$ cat src/rtl/demux8x1_reg_if.sv
// demux8x1_reg_if: producer/consumer bus of the registered 1-to-8 demultiplexer.
interface demux8x1_reg_if #(parameter int WIDTH = 32);
  logic [WIDTH-1:0] A;
  logic [2:0] select;
  logic auto_inc;
  logic in_valid;
  logic in_ready;
  logic [7:0] consume;
  logic [WIDTH-1:0] Y0, Y1, Y2, Y3, Y4, Y5, Y6, Y7;
  logic [7:0] Y_valid;
  logic [3:0] count;
  logic [2:0] ptr;
  logic overrun;
  modport master(
    output A, select, auto_inc, in_valid, consume,
    input in_ready, Y0, Y1, Y2, Y3, Y4, Y5, Y6, Y7, Y_valid, count, ptr, overrun
  );
  modport slave(
    input A, select, auto_inc, in_valid, consume,
    output in_ready, Y0, Y1, Y2, Y3, Y4, Y5, Y6, Y7, Y_valid, count, ptr, overrun
  );
endinterface

$ cat src/rtl/demux8x1_reg.sv
// demux8x1_reg: registered 1-to-8 demux with per-slot valid flags and round-robin pointer.
// Optional DEMUX8X1_OVERWRITE_EN: never backpressure, overwrite full slots and flag overrun.
module demux8x1_reg #(
  parameter int WIDTH = 32,
  parameter logic [2:0] PTR_RESET = 3'd0
) (
  input logic clk,
  input logic reset,
  demux8x1_reg_if.slave bus
);
  logic [WIDTH-1:0] y [8];
  logic [7:0] valid, nv, wmask;
  logic [2:0] ptr_q, target;
  logic [3:0] cnt;
  logic ready, accept;
  always_comb begin
    target = bus.auto_inc ? ptr_q : bus.select;
`ifdef DEMUX8X1_OVERWRITE_EN
    ready = 1'b1;
`else
    ready = ~valid[target] | bus.consume[target];
`endif
    accept = bus.in_valid & ready;
    wmask = accept ? 8'd1 << target : 8'd0;
    // a write to the slot being consumed keeps it valid
    nv = (valid & ~bus.consume) | wmask;
  end
  always_ff @(posedge clk or posedge reset)
    if (reset) begin
      for (int i = 0; i < 8; i++) y[i] <= '0;
      valid <= '0;
      cnt <= '0;
      ptr_q <= PTR_RESET;
    end else begin
      if (accept) y[target] <= bus.A;
      valid <= nv;
      cnt <= 4'($countones(nv));
      if (accept & bus.auto_inc) ptr_q <= ptr_q + 3'd1;
    end
`ifdef DEMUX8X1_OVERWRITE_EN
  logic ovr;
  always_ff @(posedge clk or posedge reset)
    if (reset) ovr <= 1'b0;
    else if (accept & valid[target] & ~bus.consume[target]) ovr <= 1'b1;
  assign bus.overrun = ovr;
`else
  assign bus.overrun = 1'b0;
`endif
  assign bus.in_ready = ready;
  assign bus.Y0 = y[0];
  assign bus.Y1 = y[1];
  assign bus.Y2 = y[2];
  assign bus.Y3 = y[3];
  assign bus.Y4 = y[4];
  assign bus.Y5 = y[5];
  assign bus.Y6 = y[6];
  assign bus.Y7 = y[7];
  assign bus.Y_valid = valid;
  assign bus.count = cnt;
  assign bus.ptr = ptr_q;
endmodule

$ cat src/flat_wrapper.sv
// flat-port wrapper written by rule: the top's interface ports become plain ports
module demux8x1_reg_flat 
#(
  parameter int WIDTH = 32,
  parameter logic [2:0] PTR_RESET = 3'd0
)
  (clk, reset, bus_A, bus_select, bus_auto_inc, bus_in_valid, bus_consume, bus_in_ready, bus_Y0, bus_Y1, bus_Y2, bus_Y3, bus_Y4, bus_Y5, bus_Y6, bus_Y7, bus_Y_valid, bus_count, bus_ptr, bus_overrun);
  demux8x1_reg_if #(.WIDTH(WIDTH)) bus_i ();
  input logic clk;
  input logic reset;
  input wire logic [$bits(bus_i.A)-1:0] bus_A;
  input wire logic [$bits(bus_i.select)-1:0] bus_select;
  input wire logic [$bits(bus_i.auto_inc)-1:0] bus_auto_inc;
  input wire logic [$bits(bus_i.in_valid)-1:0] bus_in_valid;
  input wire logic [$bits(bus_i.consume)-1:0] bus_consume;
  output wire logic [$bits(bus_i.in_ready)-1:0] bus_in_ready;
  output wire logic [$bits(bus_i.Y0)-1:0] bus_Y0;
  output wire logic [$bits(bus_i.Y1)-1:0] bus_Y1;
  output wire logic [$bits(bus_i.Y2)-1:0] bus_Y2;
  output wire logic [$bits(bus_i.Y3)-1:0] bus_Y3;
  output wire logic [$bits(bus_i.Y4)-1:0] bus_Y4;
  output wire logic [$bits(bus_i.Y5)-1:0] bus_Y5;
  output wire logic [$bits(bus_i.Y6)-1:0] bus_Y6;
  output wire logic [$bits(bus_i.Y7)-1:0] bus_Y7;
  output wire logic [$bits(bus_i.Y_valid)-1:0] bus_Y_valid;
  output wire logic [$bits(bus_i.count)-1:0] bus_count;
  output wire logic [$bits(bus_i.ptr)-1:0] bus_ptr;
  output wire logic [$bits(bus_i.overrun)-1:0] bus_overrun;
  assign bus_i.A = bus_A;
  assign bus_i.select = bus_select;
  assign bus_i.auto_inc = bus_auto_inc;
  assign bus_i.in_valid = bus_in_valid;
  assign bus_i.consume = bus_consume;
  assign bus_in_ready = bus_i.in_ready;
  assign bus_Y0 = bus_i.Y0;
  assign bus_Y1 = bus_i.Y1;
  assign bus_Y2 = bus_i.Y2;
  assign bus_Y3 = bus_i.Y3;
  assign bus_Y4 = bus_i.Y4;
  assign bus_Y5 = bus_i.Y5;
  assign bus_Y6 = bus_i.Y6;
  assign bus_Y7 = bus_i.Y7;
  assign bus_Y_valid = bus_i.Y_valid;
  assign bus_count = bus_i.count;
  assign bus_ptr = bus_i.ptr;
  assign bus_overrun = bus_i.overrun;
  demux8x1_reg #(.WIDTH(WIDTH), .PTR_RESET(PTR_RESET)) u_core (.clk(clk), .reset(reset), .bus(bus_i));
endmodule
$ cat config.mk
export PLATFORM = sky130hd
export DESIGN_NAME = demux8x1_reg_flat
export DESIGN_NICKNAME = d
export VERILOG_FILES = /design/src/rtl/demux8x1_reg_if.sv /design/src/rtl/demux8x1_reg.sv /design/src/flat_wrapper.sv
export SDC_FILE = /design/constraint.sdc
export NUM_CORES = 1
export LEC_CHECK = 0
export CAP_MARGIN = 20
export CORE_UTILIZATION = 50
export CTS_CLUSTER_SIZE = 40
export DETAILED_ROUTE_END_ITERATION = 12
export DONT_BUFFER_PORTS = 1
export PLACE_DENSITY = 0.73
export RECOVER_POWER = 25
export SETUP_SLACK_MARGIN = 0.4
export SYNTH_ARGS = -nofsm -noshare
export SYNTH_HDL_FRONTEND = slang
export SYNTH_SLANG_ARGS = --single-unit
$ cat constraint.sdc
create_clock -name clk -period 10.5 [get_ports clk]
set_input_delay 1.575 -clock clk [delete_from_list [all_inputs] [get_ports clk]]
set_output_delay 1.575 -clock clk [all_outputs]
set_load 0.1 [all_outputs]
**Word level (Yosys, flattened, before mapping)**

Cells that the tools add are included.
Widths: inputs -> output; s select.

- Output and inout port bits: 273
- Bits in registers: 271
- Word-level logic and storage cells: 41
- Input port bits: 47

- Order comparisons: 3
- $add $sub $neg: 8
- Multiplexer cells: 9
- Reduce and logical (&&, ||, !) cells: 1
- Bitwise logic cells: 8
- Shift-type cells: 1

Operators by type and width:

| kind | count |
|---|---|
| $bwmux 256 | 1 |
| $demux 32 s3 | 1 |
| $mux 32 | 1 |
| $add 4x4->4 | 3 |
| $add 1x1->2 | 4 |
| $and 8x8->8 | 1 |
| $mux 8 | 1 |
| $not 8->8 | 1 |
| $or 8x8->8 | 1 |
| $shl 1x3->8 const A | 1 |
| $bmux 1 s3 | 2 |
| $ge 4x4->1 const B | 1 |
| $lt 3x4->1 const B | 1 |
| $lt 4x1->1 const B | 1 |
| $not 3->4 | 1 |
| $add 3x1->3 const B | 1 |
| $mux 3 | 1 |
| $and 1x1->1 | 2 |
| $mux 1 | 2 |
| $logic_and 1x1->1 | 1 |
| $not 1->1 | 1 |
| $or 1x1->1 | 1 |

**Depth between registers and ports, before layout**

Gate-level depths: netlist of run 1.

- Word-level depth: 11
- Gate-level depth with buffers: 16
- Gate-level depth less buffers: 13

**Worst setup path before layout of run 1**

OpenSTA, ideal clock, no wires.

- Path kind: input to register
- From: input bus_auto_inc
- To: register u_core.cnt[2], in the netlist u_core.bus.count[2]
- Required time: 10.364 ns
- Buffers on the path: 2
- Setup time: 0.136 ns
- Path slack: 5.402 ns
- Stages: 15
- Arrival: 4.962 ns
- Cell sequence: nand2b_4 a21boi_2 mux4_2 a31oi_2 and2_1 buf_4 buf_6 a21o_1 ha_1 inv_1 fa_1 inv_1 fa_1 ha_1 fa_1

- Cells in the longest elaborated chain, start to end: 11
- Elaborated cells between the ends (all ways): 18
- Those cells by class: add/sub: 7; shift: 1; mux: 6; bitwise: 4

RTL lines:

| what | line | text |
|---|---|---|
| start: declaration | flat_wrapper.sv:13 | `input wire logic [$bits(bus_i.auto_inc)-1:0] bus_auto_inc;` |
| $mux 3 (*) | demux8x1_reg.sv:17 | `target = bus.auto_inc ? ptr_q : bus.select;` |
| $bmux 1 s3 | demux8x1_reg.sv:21 | `ready = ~valid[target] \| bus.consume[target];` |
| $mux 1 (implied by the code) | demux8x1_reg.sv:21 |  |
| $not 1->1 | demux8x1_reg.sv:21 |  |
| $or 1x1->1 | demux8x1_reg.sv:21 |  |
| $and 1x1->1 | demux8x1_reg.sv:23 | `accept = bus.in_valid & ready;` |
| $mux 8 (*) | demux8x1_reg.sv:24 | `wmask = accept ? 8'd1 << target : 8'd0;` |
| $or 8x8->8 (*) | demux8x1_reg.sv:26 | `nv = (valid & ~bus.consume) \| wmask;` |
| via u_core.nv[6] | demux8x1_reg.sv:12 | `logic [7:0] valid, nv, wmask;` |
| $add 1x1->2 (implied by the code) (*) | demux8x1_reg.sv:37 | `cnt <= 4'($countones(nv));` |
| $add 4x4->4 (implied by the code) (*) (2 in series) | demux8x1_reg.sv:37 |  |
| end signal: assignment | demux8x1_reg.sv:37 |  |
| end: declaration | demux8x1_reg.sv:14 | `logic [3:0] cnt;` |

Mark *: on every way through the listed nets, which the timed path passes. The rest lies on a longest branch. The select of a mux whose other input is x is not followed.
A chain may end at the register's enable or synchronous reset.

**Final worst setup path of run 1**

Ends and elaborated chain as after synthesis.

==> results of run 1 <==
[flip-flops by register name (all words and copies together), names as in the netlist]
signal              flops
u_core.bus.ptr          3
u_core.bus.Y2          32
u_core.bus.Y6          32
u_core.bus.Y1          32
u_core.bus.Y4          32
u_core.bus.Y5          32
u_core.bus.count        4
u_core.bus.Y0          32
u_core.bus.Y_valid      8
u_core.bus.Y3          32
u_core.bus.Y7          32
[worst reg2reg max path, delay by kind of cell, from the launching register on]
family	cells	cell delay (ns)
AO/OA/AOI/OAI	4	1.08
adder cells (fa/ha/maj)	5	1.75
flip-flops	1	1.07
buffers and inverters	3	0.34
AND/OR/NAND/NOR	1	0.82
[cell families after synthesis]
family / share of synthesized area
other cells: 0.000337
compound gates: 0.0173
fa+ha+maj: 0.0150
mux: 0.306
simple gates: 0.0127
xor+xnor: 0.00157
buf+inv: 0.0386
flops: 0.609
[cells in the mapped netlist]
master	instances
conb_1	1
and2_1	9
o32ai_1	2
a21boi_2	1
buf_6	24
a32o_1	2
buf_2	2
mux2_4	116
dfrtp_1	271
a22o_1	1
nand2_1	5
a21oi_1	2
nand4_1	2
ha_1	7
a31o_2	1
mux4_2	2
mux2_2	26
xnor2_1	2
mux2i_1	2
a21o_1	8
nand2b_4	1
a41oi_2	1
buf_4	9
inv_1	22
mux2_1	116
a31oi_2	1
a311o_1	1
fa_1	4
nand3_1	4
and3_1	1
nor2_1	2
o21ai_0	2
nand2b_1	1
a22oi_1	1
[layout make-up]
type,instances,area (sq um)
clock inverter,10,96.3
sequential,271,6780
tap,280,350
fill,1615,9650
inverter,22,83.8
multi-input combinational,324,3940
clock buffer,41,851
timing repair buffer,8,76.3
[worst paths after layout]
| kind | to | slack, ns | cells after the start |
|---|---|---|---|
| hold reg to reg | u_core.bus.ptr[0] | 0.83 | 2 |
| setup / recovery | u_core.bus.count[2] | 5.30 | 12 |
| setup reg to reg | u_core.bus.count[2] | 5.31 | 13 |
| hold / removal | u_core.bus.ptr[0] | 0.83 | 2 |
| min in group asynchronous | u_core.bus.Y6[26] | 2.22 | 1 |
| max in group asynchronous | u_core.bus.count[1] | 5.73 | 3 |
[per-layer routing]
layer,routed length (um),track usage,vias up
met5,0,0,-
met4,500,0.0575,0
met3,2800,0.0877,50
met2,12000,0.342,296
met1,9520,0.255,2887
li1,-,-,2274
[stage by stage]
step / cells / worst slack, ns / hold WS (ns) / util / instance area [sq um]
5_1_grt: 956 / 4.95 / 0.888 / 0.558 / 12200
3_3_place_gp: 904 / 4.92 / 0.818 / 0.514 / 11200
2_1_floorplan: 652 / 1.46 / 1.06 / - / 11100
4_1_cts: 955 / 5.33 / 0.828 / 0.557 / 12200
3_5_place_dp: 904 / 4.77 / 0.819 / 0.514 / 11200
6_report: 956 / 5.30 / 0.828 / 0.558 / 12200
==> results.sh, run 1 <==
export IMPL_status="finished with violations"
export IMPL_violations="capacitance limit, slew limit"
export IMPL_clk_path_buf_depth=3
export IMPL_timing_fmax_ghz=0.192
export IMPL_fin_setup_tns_ns=0
export IMPL_cp_cell_sequence="mux2i_1, mux4_2, a41oi_2, and2_2, a21o_1, ha_1, inv_1, fa_1, inv_1, fa_1, ha_1, fa_1"
export IMPL_cpMostUsedCell="fa_1"
export IMPL_path_max_fanout=33
export IMPL_rows=54
export IMPL_yosysWarnings=0
export IMPL_synthTopCellsByArea="dfrtp_1 (61%), mux2_4 (16%), mux2_1 (12%)"
export IMPL_rsz0062_at_grt="false"
export IMPL_critPathArrivalTime_ns=5.59
export IMPL_slew_headroom=-1.89
export IMPL_grt_overflow_total=0
export IMPL_min_delay_start="u_core.bus.ptr[0]"
export IMPL_syn_to_final_growth_pct=9.31
export IMPL_cts_buffers=28
export IMPL_fin_skew_ns=0.0123
export IMPL_layout_min_cycle_time_ns=5.20
export IMPL_postSynthCellCount=652
export IMPL_cts_resized=0
export IMPL_hpwl_um=16300
export IMPL_synth_fp_nets=710
export IMPL_period_share=0.495
export IMPL_crit_type="in2reg"
export IMPL_vias_per_cell=5.76
export IMPL_crit_slowest_cell="and2_2"
export IMPL_synth_top_cell_area_share=0.609
export IMPL_wl_per_cell_um=25.9
export IMPL_crit_path_start_kind="input port"
export IMPL_path_delay_family="adder cells"
export IMPL_grt_pass1_wl_um=36200
export IMPL_nets=713
export IMPL_diodes=0
export IMPL_cts_root_buffer="clkbuf_16"
export IMPL_initialDrtViolationCount=186
export IMPL_grt_usage=0.210
export IMPL_drc=0
export IMPL_clk_pin_slew_ns=0.06
export IMPL_ys_seq_area_frac=0.609
export IMPL_syn_area_per_cell_sq_um=17.1
export IMPL_io_pins=320
export IMPL_antenna_found_initial=0
export IMPL_finalHoldViolCount=0
export IMPL_ys_seq_elements=271
export IMPL_worst_path_largest_cell_delay_ns=0.82
export IMPL_cts_tree="built"
export IMPL_die_w_um=151
export IMPL_netlist_area_sq_um=11100
export IMPL_cts_hold_repair_buffers=0
export IMPL_vias=5507
export IMPL_setup_violations=0
export IMPL_worst_skew_pair_late_latency_ns=0.52
export IMPL_crit_path_start="bus_auto_inc"
export IMPL_start_util=0.510
export IMPL_numPortBuffers=0
export IMPL_most_common_layout_cells="dfrtp_1 (271), mux2_4 (116), mux2_1 (116)"
export IMPL_required_ns=10.89
export IMPL_post_cts_setup_buffers=0
export IMPL_synth_top_cell_by_area="dfrtp_1"
export IMPL_core_area_sq_um=21800
export IMPL_drv_cap=1
export IMPL_worst_path_buf_inv=2
export IMPL_die_area_sq_um=22900
export IMPL_cts_sinks=271
export IMPL_slew_viol_final=101
export IMPL_synth_cell_types=34
export IMPL_layout_commonest_cell="dfrtp_1"
export IMPL_dr_pass1_iters=4
export IMPL_die_y_um=151
export IMPL_grt_max_degree=101
export IMPL_worst_pin_slew_ns=4.31
export IMPL_holdCritPathClass="reg2reg"
export IMPL_wirelength_um=24800
export IMPL_cp_end_kind="flop"
export IMPL_grt_pass1_vias=5850
export IMPL_cts_htree_levels=1
export IMPL_route_antenna_remaining_nets=0
export IMPL_layout_drive_gt1_share=0.314
export IMPL_place_gp_congestion=0.950
export IMPL_reg2reg_from="u_core.bus.ptr[1]"
Power of run 1 is not shown: default switching activity piles up to over one toggle a cycle in this logic, so the estimate is an artifact.
==> inputs of run 2 (changes only) <==
- clock period: 10.5 -> 5.16 ns (I/O delays scaled with it)
==> run 2 against run 1 <==
Against the previous run: register-to-register slack worse by 4.1 ns; critical endpoint unchanged; worst setup slack worse by 4.1 ns; critical path type is now reg2reg; cell area up 0.63%; first-iteration DRC count down 15%; critical path depth up 1; via count up 0.16%; non-clock buffer count up 11; clock-buffer cell count unchanged; the flow still finishes with violations (capacitance limit, slew limit); clock skew down 0.0019 ns.
==> results.sh, run 2 (synthesis results as in run 1) <==
export IMPL_grt_overflow_total=0
export IMPL_core_area_sq_um=21800
export IMPL_crit_path_start="u_core.bus.ptr[1]"
export IMPL_antenna_found_initial=0
export IMPL_io_pins=320
export IMPL_slew_headroom=-0.743
export IMPL_layout_drive_gt1_share=0.321
export IMPL_cp_end_kind="flop"
export IMPL_worst_skew_pair_late_latency_ns=0.52
export IMPL_die_area_sq_um=22900
export IMPL_hpwl_um=16500
export IMPL_crit_path_start_kind="flop"
export IMPL_start_util=0.510
export IMPL_wl_per_cell_um=26.4
export IMPL_violations="capacitance limit, slew limit"
export IMPL_crit_type="reg2reg"
export IMPL_rsz0062_at_grt="false"
export IMPL_clk_pin_slew_ns=0.07
export IMPL_most_common_layout_cells="dfrtp_1 (271), mux2_4 (116), mux2_1 (116)"
export IMPL_path_max_fanout=5
export IMPL_status="finished with violations"
export IMPL_wirelength_um=25500
export IMPL_period_share=0.767
export IMPL_placed_cells=916
export IMPL_cts_buffers=27
export IMPL_clk_path_buf_depth=3
export IMPL_vias=5516
export IMPL_cts_htree_levels=1
export IMPL_timing_fmax_ghz=0.253
export IMPL_place_gp_congestion=0.907
export IMPL_drv_cap=2
export IMPL_finalHoldViolCount=0
export IMPL_numPortBuffers=0
export IMPL_drc=0
export IMPL_route_antenna_remaining_nets=0
export IMPL_dpl_cell_area_sq_um=11300
export IMPL_die_w_um=151
export IMPL_grt_max_degree=198
export IMPL_grt_usage=0.219
export IMPL_fin_skew_ns=0.0104
export IMPL_setup_violations=0
export IMPL_layout_commonest_cell="dfrtp_1"
export IMPL_design_area_sq_um=12300
export IMPL_reg2reg_from="u_core.bus.ptr[1]"
export IMPL_register_area_sq_um=6780
export IMPL_rows=54
export IMPL_critPathArrivalTime_ns=4.34
export IMPL_diodes=0
export IMPL_cts_hold_repair_buffers=0
export IMPL_cts_resized=0
export IMPL_holdCritPathClass="in2async"
export IMPL_cts_tree="built"
export IMPL_grt_pass1_wl_um=37300
export IMPL_n_fill_cell=1672
export IMPL_post_cts_setup_buffers=0
export IMPL_slew_viol_final=249
export IMPL_cts_root_buffer="clkbuf_16"
export IMPL_multiInputGateArea_sq_um=3940
export IMPL_fin_setup_tns_ns=0
export IMPL_nets=723
export IMPL_dr_pass1_iters=4
export IMPL_layout_min_cycle_time_ns=3.96
export IMPL_cts_sinks=271
export IMPL_vias_per_cell=5.72
export IMPL_initialDrtViolationCount=159
export IMPL_grt_pass1_vias=6062
export IMPL_die_y_um=151
export IMPL_fin_cells=965
export IMPL_worst_pin_slew_ns=2.61
export IMPL_syn_to_final_growth_pct=10.0
export IMPL_required_ns=5.54
-- run 2: area by class of cell --
| cell class | count | area share |
|---|---|---|
| clock inverter | 8 | 0.0116 |
| inverter | 22 | 0.00684 |
| tap | 280 | 0.0286 |
| multi-input combinational | 324 | 0.321 |
| sequential | 271 | 0.553 |
| clock buffer | 41 | 0.0668 |
| timing repair buffer | 19 | 0.0113 |
-- run 2: final timing paths --
| kind | to | depth (start not counted) | slack, ns |
|---|---|---|---|
| max | u_core.bus.count[2] | 13 | 1.20 |
| min | u_core.bus.Y0[0] | 1 | 0.35 |
| max reg2reg | u_core.bus.count[2] | 13 | 1.20 |
| min reg2reg | u_core.bus.ptr[1] | 1 | 0.57 |
| max in group asynchronous | u_core.bus.Y3[10] | 2 | 1.60 |
| min in group clk | u_core.bus.Y1[8] | 1 | 0.39 |
-- run 2: metal layers --
metal	global-route usage	vias to the layer above	part of all wire
li1	-	2300	-
met1	0.265	2926	0.38
met2	0.355	251	0.49
met3	0.0898	39	0.11
met4	0.0665	0	0.024
met5	0	-	0
-- run 2: worst max-delay path, cell delays in order (launching register included) --
cell and delay [ns]:
dfrtp_1 0.40, buf_4 0.25, a21boi_2 0.21, mux4_2 0.54
a31oi_2 0.19, and2_2 0.18, a21o_1 0.12, ha_1 0.16
inv_1 0.06, fa_1 0.53, inv_1 0.05, fa_1 0.47
ha_1 0.22, fa_1 0.42
-- run 2: through the flow --
stage          hold WS [ns]   util  worst slack (ns)
6_report              0.354  0.562              1.20
3_5_place_dp          0.560  0.518             0.957
4_1_cts               0.174  0.562              1.19
3_3_place_gp          0.548  0.518              1.04
5_1_grt               0.359  0.562             0.930
2_1_floorplan         0.909      -             0.643
Power of run 2 is left out for the same reason.
==> inputs of run 3 (changes only) <==
- clock period: 5.16 -> 4.15 ns (I/O delays scaled with it)
==> run 3 against run 2 <==
Against the previous run: the run still ends with capacitance limit, slew limit left; critical path depth fell by 1; final cell count rose by 1.1%; first-iteration DRC count rose by 6.3%; flip-flop and latch count did not move; sequential share of layout area fell by 0.73 points; register-to-register slack got worse by 0.85 ns; clock skew fell by 0.0035 ns; wire length barely moved; hold slack got worse by 0.13 ns; global-route usage barely moved; via count rose by 1.2%; utilization rose by 0.77 points; critical path type unchanged; highest routed layer unchanged.
==> results.sh, run 3 (synthesis results as in run 1) <==
export IMPL_status="finished with violations"
export IMPL_violations="capacitance limit, slew limit"
export IMPL_crit_path_start_kind="flop"
export IMPL_holdCritPathClass="in2reg"
export IMPL_core_area_sq_um=21800
export IMPL_numPortBuffers=0
export IMPL_place_gp_congestion=0.934
export IMPL_most_common_layout_cells="dfrtp_1 (269), mux2_4 (116), mux2_1 (116)"
export IMPL_crit_type="reg2reg"
export IMPL_clk_path_buf_depth=3
export IMPL_drc=0
export IMPL_clk_pin_slew_ns=0.06
export IMPL_grt_pass1_vias=6212
export IMPL_wl_per_cell_um=26.1
export IMPL_cts_tree="built"
export IMPL_die_w_um=151
export IMPL_vias=5583
export IMPL_rr_worst_depth=12
export IMPL_cts_htree_levels=1
export IMPL_crit_path_start="u_core.bus.ptr[0]"
export IMPL_layout_drive_gt1_share=0.343
export IMPL_timing_rr_end="u_core.bus.count[2]"
export IMPL_layout_min_cycle_time_ns=3.79
export IMPL_grt_usage=0.218
export IMPL_drv_cap=1
export IMPL_finalHoldViolCount=0
export IMPL_antenna_found_initial=0
export IMPL_fin_setup_tns_ns=0
export IMPL_cts_root_buffer="clkbuf_16"
export IMPL_fin_skew_ns=0.00692
export IMPL_layout_commonest_cell="dfrtp_1"
export IMPL_cts_buffers=28
export IMPL_nets=733
export IMPL_critPathArrivalTime_ns=4.26
export IMPL_grt_max_degree=97
export IMPL_wirelength_um=25500
export IMPL_worst_slack_ns=0.357
export IMPL_vias_per_cell=5.72
export IMPL_required_ns=4.62
export IMPL_endpoint="u_core.bus.count[2]"
export IMPL_slew_viol_final=24
export IMPL_setup_violations=0
export IMPL_route_antenna_remaining_nets=0
export IMPL_grt_pass1_wl_um=37800
export IMPL_worst_skew_pair_late_latency_ns=0.53
export IMPL_io_pins=320
export IMPL_timing_fmax_ghz=0.264
export IMPL_cts_sinks=271
export IMPL_grt_overflow_total=0
export IMPL_slew_headroom=-0.156
export IMPL_pre_cts_slack_ns=0.111
export IMPL_period_share=0.914
export IMPL_diodes=0
export IMPL_r2r_setup_slack_ns=0.36
export IMPL_worst_pin_slew_ns=1.73
export IMPL_die_area_sq_um=22900
export IMPL_dr_pass1_iters=4
export IMPL_syn_to_final_growth_pct=11.5
export IMPL_start_util=0.510
export IMPL_initialDrtViolationCount=169
export IMPL_rsz0062_at_grt="true"
export IMPL_die_y_um=151
export IMPL_hpwl_um=16600
export IMPL_path_max_fanout=8
export IMPL_cp_end_kind="flop"
export IMPL_rows=54
export IMPL_reg2reg_from="u_core.bus.ptr[0]"
run 3: area by class of cell:
cell class / count / area (sq um)
inverter: 22 / 83.8
tap: 280 / 350
clock inverter: 6 / 63.8
fill: 1652 / 9400
clock buffer: 45 / 896
sequential: 271 / 6780
multi-input combinational: 324 / 4000
timing repair buffer: 28 / 246
run 3: worst min path at each step:
stage                            from                end  slack [ns]  cells past startpoint
finish                      bus_A[17]  u_core.bus.Y2[17]        0.23                      1
global route                 bus_A[8]   u_core.bus.Y1[8]        0.21                      1
CTS                         bus_A[17]  u_core.bus.Y3[17]        0.20                      1
detailed placement  u_core.bus.ptr[2]  u_core.bus.ptr[2]        0.52                      1
global placement    u_core.bus.ptr[2]  u_core.bus.ptr[2]        0.50                      1
floorplan                    bus_A[0]   u_core.bus.Y0[0]        0.76                      1
run 3: timing repair:
item / in CTS / in global routing
endpoints found under the hold margin: 0 / 17
buffers inserted: 0 / 3
hold buffers: 0 / 1
resized for setup: 1 / 3
pin swaps: 0 / 1
endpoints found under the setup margin: 1 / 2
run 3: routing by layer:
layer / track usage / vias up / wire (um) / share of wire
li1: - / 2330 / - / -
met1: 0.272 / 2966 / 10200 / 0.40
met2: 0.355 / 251 / 12200 / 0.48
met3: 0.0822 / 36 / 2700 / 0.11
met4: 0.0585 / 0 / 409 / 0.016
met5: 0 / - / 0 / 0
run 3: worst max-delay path, cell delays in order, from the launching register on:
cell and delay, ns:
dfrtp_1 0.49, mux2i_4 0.22, mux4_2 0.55, a41oi_2 0.22
and2_2 0.19, a21o_1 0.12, ha_2 0.19, inv_2 0.04
fa_1 0.50, inv_1 0.05, fa_1 0.48, ha_4 0.18
fa_2 0.50
run 3: stage by stage:
step                 util  hold slack (ns)  instance area [sq um]  cells
floorplan               -            0.757                  11200    652
global placement    0.522            0.502                  11400    920
detailed placement  0.522            0.519                  11400    920
CTS                 0.567            0.204                  12400    971
global route        0.569            0.205                  12400    976
finish              0.569            0.227                  12400    976
Power of run 3 is left out for the same reason.
